<file path="config.mk">
export PLATFORM = sky130hd
export DESIGN_NAME = imem_fetch_sequencer
export DESIGN_NICKNAME = d
export VERILOG_FILES = /design/src/rtl/imem_fetch_sequencer.sv
export SDC_FILE = /design/constraint.sdc
export NUM_CORES = 1
export LEC_CHECK = 0
export CORE_MARGIN = 2
export CORE_UTILIZATION = 25
export CTS_BUF_LIST = sky130_fd_sc_hd__clkbuf_4
export DETAILED_ROUTE_END_ITERATION = 12
export RECOVER_POWER = 100
export SLEW_MARGIN = 20
export SYNTH_ARGS = -nofsm -noshare
export SYNTH_HDL_FRONTEND = slang
export SYNTH_SLANG_ARGS = --single-unit
</file>
<file path="constraint.sdc">
create_clock -name clk -period 3.2 [get_ports clk]
set_clock_uncertainty 0.15 [all_clocks]
set_input_delay 0.48 -clock clk [delete_from_list [all_inputs] [get_ports clk]]
set_output_delay 0.48 -clock clk [all_outputs]
set_load 0.1 [all_outputs]
</file>
<file path="src/rtl/imem_fetch_sequencer.sv">
// Fetch sequencer for a 1-cycle-latency word-addressed instruction memory.
// Tracks one in-flight read and buffers returns in a 2-entry queue toward decode.
module imem_fetch_sequencer #(
  parameter int            AW       = 13,
  parameter int            DW       = 32,
  parameter logic [AW-1:0] RESET_PC = '0
) (
  input  logic          clk,
  input  logic          rst_n,
  input  logic          start,
  input  logic          halt,
  input  logic          redirect_valid,
  input  logic [AW-1:0] redirect_pc,
  output logic [AW-1:0] mem_addr,
  input  logic [DW-1:0] mem_rdata,
  output logic          out_valid,
  input  logic          out_ready,
  output logic [DW-1:0] out_instr,
  output logic [AW-1:0] out_pc,
  output logic          busy
);
  typedef enum logic [1:0] {IDLE, RUN, DRAIN} state_t;
  typedef struct packed {
    logic [DW-1:0] instr;
    logic [AW-1:0] pc;
  } entry_t;

  state_t        state_q, state_d;
  logic [AW-1:0] fetch_pc_q, fetch_pc_d;
  logic          inflight_q, inflight_d;
  logic [AW-1:0] inflight_pc_q, inflight_pc_d;
  logic [1:0]    count_q, count_nx;
  logic          head_q, tail_q;
  entry_t        q_mem [2];

  logic       pop, push, redir;
  logic [2:0] occ;

  assign redir    = redirect_valid && (state_q == RUN);
  assign mem_addr = redir ? redirect_pc : fetch_pc_q;
  assign pop      = (count_q != 2'd0) && out_ready;
  // A redirect kills the word returning this cycle: it belongs to the old path.
  assign push     = inflight_q && !redir;
  // Occupancy once this cycle's return lands; a new issue needs a free slot next cycle.
  assign occ      = {1'b0, count_q} + {2'b0, inflight_q} - {2'b0, pop};
  assign count_nx = redir ? 2'd0 : (count_q + {1'b0, push} - {1'b0, pop});

  assign out_valid = (count_q != 2'd0);
  assign out_instr = q_mem[head_q].instr;
  assign out_pc    = q_mem[head_q].pc;
  assign busy      = (state_q != IDLE);

  always_comb begin
    state_d       = state_q;
    fetch_pc_d    = fetch_pc_q;
    inflight_d    = 1'b0;
    inflight_pc_d = inflight_pc_q;
    case (state_q)
      IDLE: begin
        if (start) begin
          state_d    = RUN;
          fetch_pc_d = RESET_PC;
        end
      end
      RUN: begin
        if (halt) begin
          state_d = DRAIN;
          if (redir) fetch_pc_d = redirect_pc;
        end else if (redir || (occ < 3'd2)) begin
          inflight_d    = 1'b1;
          inflight_pc_d = mem_addr;
          fetch_pc_d    = mem_addr + AW'(1);
        end
      end
      DRAIN: begin
        if (!inflight_q && (count_nx == 2'd0)) state_d = IDLE;
      end
      default: state_d = IDLE;
    endcase
  end

  always_ff @(posedge clk or negedge rst_n) begin
    if (!rst_n) begin
      state_q       <= IDLE;
      fetch_pc_q    <= RESET_PC;
      inflight_q    <= 1'b0;
      inflight_pc_q <= '0;
    end else begin
      state_q       <= state_d;
      fetch_pc_q    <= fetch_pc_d;
      inflight_q    <= inflight_d;
      inflight_pc_q <= inflight_pc_d;
    end
  end

  always_ff @(posedge clk or negedge rst_n) begin
    if (!rst_n) begin
      count_q <= 2'd0;
      head_q  <= 1'b0;
      tail_q  <= 1'b0;
      for (int i = 0; i < 2; i++) q_mem[i] <= '0;
    end else begin
      count_q <= count_nx;
      if (redir) begin
        head_q <= 1'b0;
        tail_q <= 1'b0;
      end else begin
        if (push) begin
          q_mem[tail_q] <= '{instr: mem_rdata, pc: inflight_pc_q};
          tail_q        <= tail_q + 1'b1;
        end
        if (pop) head_q <= head_q + 1'b1;
      end
    end
  end
endmodule

</file>
# == Yosys cells after proc, flatten, opt, wreduce, memory -nomap -nowiden ==
# Index checks and enable logic that the tools add are counted.
# classes
add_sub_neg,7
order_cmp,4
n_eq_ne,6
muxes,23
n_bitwise,4
n_reduce_logical,19
# ops
op,count
two-way mux 45 bit,4
bitwise mux 90 bit,1
two-way mux 13 bit,4
demux 45 bit (select 1 bit),1
case mux 13 bit (2 select lines),1
adder 13 x 1 -> 13 bit (second input constant),1
nonzero test 2 bit,5
AND reduction 3 bit,3
two-way mux 2 bit,4
two-way mux 1 bit,7
inequality test 2 bit (second input constant),3
case mux 2 bit (3 select lines),1
logical AND 1 bit,5
>= comparator 2 bit (second input constant),2
zero test 2 bit,2
inverter 1 -> 2 bit,2
adder 2 x 1 -> 3 bit,1
less-than comparator 3 x 2 -> 1 bit (second input constant),1
inequality test 3 x 2 -> 1 bit (second input constant),1
subtractor 3 x 1 -> 3 bit,1
adder 1 bit (second input constant),2
adder 2 x 1 -> 2 bit,1
equality test 2 x 1 -> 1 bit (second input constant),1
equality test 2 bit (second input constant),1
6 further kinds,8
# totals
register_bits,123
inputBits,51
output_inout_bits,60
elab_cells,74

# == Longest topological paths before layout ==
# logic_depth
ltp_word,11
mapped_depth,12

# == Worst setup path before layout ==
# OpenSTA, ideal clock, no wires.
# synth_path
kind,in2reg
from,input redirect_valid
to,register inflight_pc_q[6]
setup_time_ns,0.080
arrival_ns,3.501
required_time_ns,2.970
setup_slack_ns,-0.530
cell_stages,5
path_buffers,2
cell_sequence,and3b_1 > buf_6 > buf_2 > o21ai_0 > mux2_2
# synth_between
elab_cells_between_ends,4
cone_classes,1 x mux; 3 x reduce/logical
# synth_lines
element,line,source
"start, declared",12,"input logic redirect_valid,"
logical AND 1 bit,39,assign redir = redirect_valid && (state_q == RUN);
two-way mux 13 bit,--,
named net mem_addr[6],14,"output logic [AW-1:0] mem_addr,"
"end signal, assigned",92,inflight_pc_q <= inflight_pc_d;
"end, declared",31,"logic [AW-1:0] inflight_pc_q, inflight_pc_d;"
# The timed path passes the listed nets, and every way through them passes these cells.
# A chain may end at the register's enable or synchronous reset.

# == Worst setup path after layout ==
# layout_path
from,register state_q[0]
to,output mem_addr[7]
# layout_between
elab_chain_len,3
# layout_lines
element,line,source
"start, declared",28,"state_t state_q, state_d;"
"start signal, assigned",89,state_q <= state_d;
equality test 2 x 1 -> 1 bit,39,
logical AND 1 bit,39,
two-way mux 13 bit,--,
"end, declared",14,
# No other way between the ends.

==> results.sh <==
export IMPL_outcome="finished, violations left"
export IMPL_violations="max-capacitance violations, max-slew violations"
export IMPL_yosys_area_top_type="dfrtp_1"
export IMPL_tritoncts="yes"
export IMPL_ant_nets=0
export IMPL_cap_violations=1
export IMPL_syn_num_nets=513
export IMPL_cp_arrival_ns=2.32
export IMPL_required_ns=2.57
export IMPL_finalHoldViolCount=0
export IMPL_dp_cells=882
export IMPL_setup_violations=0
export IMPL_dieArea_mm2=0.0249
export IMPL_fin_nets=637
export IMPL_ys_seq_area_share_pct=52.1
export IMPL_ys_flop_type="dfrtp_1"
export IMPL_synth_top_area_share_pct=52.1
export IMPL_dpl_hpwl_mm=9.98
export IMPL_synth_edf_count=0
export IMPL_clockBufferDepth=2
export IMPL_clk_latency_ns=0.52
export IMPL_viasPerCell=4.45
export IMPL_cts_sinks=123
export IMPL_reg2reg_from="state_q[0]$_DFFE_PN0P_"
export IMPL_routabilityCongestion=0.803
export IMPL_cts_repair_resized=0
export IMPL_grtUsageTotal_pct=11.6
export IMPL_antenna_found_initial=1
export IMPL_synth_most_common_cell="mux2_2"
export IMPL_rr_worst_depth=9
export IMPL_ioPinCount=111
export IMPL_postLayoutCellArea_mm2=0.00752
export IMPL_synth_seq_cells=123
export IMPL_drt_pass1_iter_count=6
export IMPL_routed_via_count=4074
export IMPL_drv_slew=65
export IMPL_min_path_cells=1
export IMPL_postSynthAreaPerCell_um2=12.9
export IMPL_worst_pin_slew_ns=1.65
export IMPL_path_clk_slew_ns=0.12
export IMPL_max_freq_ghz=0.339
export IMPL_holdPathEnd="q_mem[79]$_DFFE_PN0P_"
export IMPL_fin_crit_sh_pct=92.3
export IMPL_grt_pass1_vias=4331
export IMPL_initial_core_util_pct=25.3
export IMPL_worstSetupEndpointType="primary output"
export IMPL_drc_errors=0
export IMPL_syn2layout_area_growth_pct=27.3
export IMPL_grt_pass1_wl_mm=22.2
export IMPL_synthTopCellsByCount="147 x mux2_2, 123 x dfrtp_1, 30 x nand2_1"
export IMPL_io_buffers=110
export IMPL_grt_max_degree=66
export IMPL_path_class="register to primary output"
export IMPL_placed_area_mm2=0.00746
export IMPL_numCtsBuffers=17
export IMPL_cp_max_fo=19
export IMPL_final_layout_size_suffix_gt1_share_pct=44.1
export IMPL_ctsHtreeMaxLevel=4
export IMPL_startpoint="state_q[0]$_DFFE_PN0P_"
export IMPL_root_buffer="clkbuf_4"
export IMPL_netlist_area_mm2=0.00590
export IMPL_nFillCells=2339
export IMPL_die_w_um=158
export IMPL_slew_headroom_pct=-10.3
export IMPL_timing_rr_end="fetch_pc_q[10]$_DFFE_PN0P_"
export IMPL_post_cts_buffers=0
export IMPL_final_core_util_pct=32.2
export IMPL_synth_warnings=0
export IMPL_yosysUniqueCellTypes=48
export IMPL_die_h_um=158
export IMPL_final_cells=916
export IMPL_drt_initial_drc_count=164
export IMPL_async_reset_ff_share_pct=100
export IMPL_core_area_mm2=0.0233
export IMPL_wirelength_mm=14.1
export IMPL_hold_class="register to register"
export IMPL_rows=56
export IMPL_syn_inst=459
export IMPL_fin_crit_ns=2.95
export IMPL_routedWlPerCell_um=15.4
export IMPL_cp_start_kind="register"
export IMPL_holdCritStartpoint="q_mem[79]$_DFFE_PN0P_"
export IMPL_rsz0062_at_grt="no"
export IMPL_synth_area_leaders="dfrtp_1 52%, mux2_2 28%, nand2_1 1.9%, a22o_1 1.5%, xnor2_1 1.5%"
export IMPL_r2r_setup_slack_ns=0.35
export IMPL_grt_overflow_total=0
export IMPL_fin_setup_tns_ns=0
## how the worst max path moves through the flow
stage / slack (ns) / end
after floorplan: 0.02 / fetch_pc_q[6]$_DFFE_PN0P_
after global placement: 0.06 / fetch_pc_q[12]$_DFFE_PN0P_
after detailed placement: 0.07 / fetch_pc_q[12]$_DFFE_PN0P_
after CTS: 0.21 / mem_addr[7]
after global routing: 0.06 / out_pc[2]
final: 0.25 / mem_addr[7]
## sequential cells by signal, indices dropped and copies added (netlist names)
register	count
q_mem	90
fetch_pc_q	13
inflight_pc_q	13
count_q	2
state_q	2
head_q	1
inflight_q	1
tail_q	1
## per-stage QoR
stage / hold slack [ns] / setup WS, ns
after global routing: 0.360 / 0.0603
final: 0.358 / 0.246
after detailed placement: 0.338 / 0.0692
after floorplan: 0.0344 / 0.0213
after global placement: 0.330 / 0.0582
after CTS: 0.356 / 0.206
## kinds of logic after synthesis
group | share of synthesized area, %
xor gates and xnor gates | 2.37
adders and majority gates | 0.763
and+or+nand+nor | 8.60
buffers and inverters | 2.80
muxes | 28.5
AOI/OAI and AO/OA | 4.79
DFF | 52.1
## layout by cell type, fill, tap and decap left out, types with 4 or more instances in the layout
cell,count
clkinvlp_4,4
clkinv_2,4
inv_1,6
buf_12,5
buf_2,5
clkbuf_1,4
o21ai_0,6
nand2_1,30
a22o_1,10
nor2b_1,4
nor2_1,17
clkdlybuf4s50_1,49
clkbuf_2,25
a21oi_1,7
nand4_1,5
mux2_2,146
o21ai_1,4
nor3_1,5
xor2_1,6
dfrtp_1,122
clkbuf_4,48
xnor2_1,10
nand4b_1,5
buf_4,13
## final cells by class
type,count,area [um^2],share of cell area (%)
diodes,1,2.50,0.0333
clock buffers,19,143,1.90
repair buffers,131,1080,14.4
flip-flops and latches,123,3080,41.0
inverters,7,30.0,0.399
multi-input cells,303,2660,35.3
well taps,319,399,5.31
clock inverters,13,128,1.70
## timing repair
item,CTS,global route
setup endpoints to repair,0,0
hold buffers,1,0
hold endpoints to repair,64,0
## layer usage
layer | routed length (um) | track usage (%) | vias up
li1 | - | - | 1909
met1 | 6300 | 14.3 | 2056
met2 | 7060 | 19.4 | 100
met3 | 558 | 3.01 | 9
met4 | 167 | 4.37 | 0
met5 | 0 | 0 | -
## worst max-delay path, cell delays in order (launching register included)
cell	delay (ns)
dfrtp_1	0.55
and3b_1	0.31
buf_4	0.28
mux2_1	0.45
buf_12	0.21
Power is left out: the tool's default activity adds up to more than one toggle a clock period on the data nets, which glitch-free logic cannot reach.
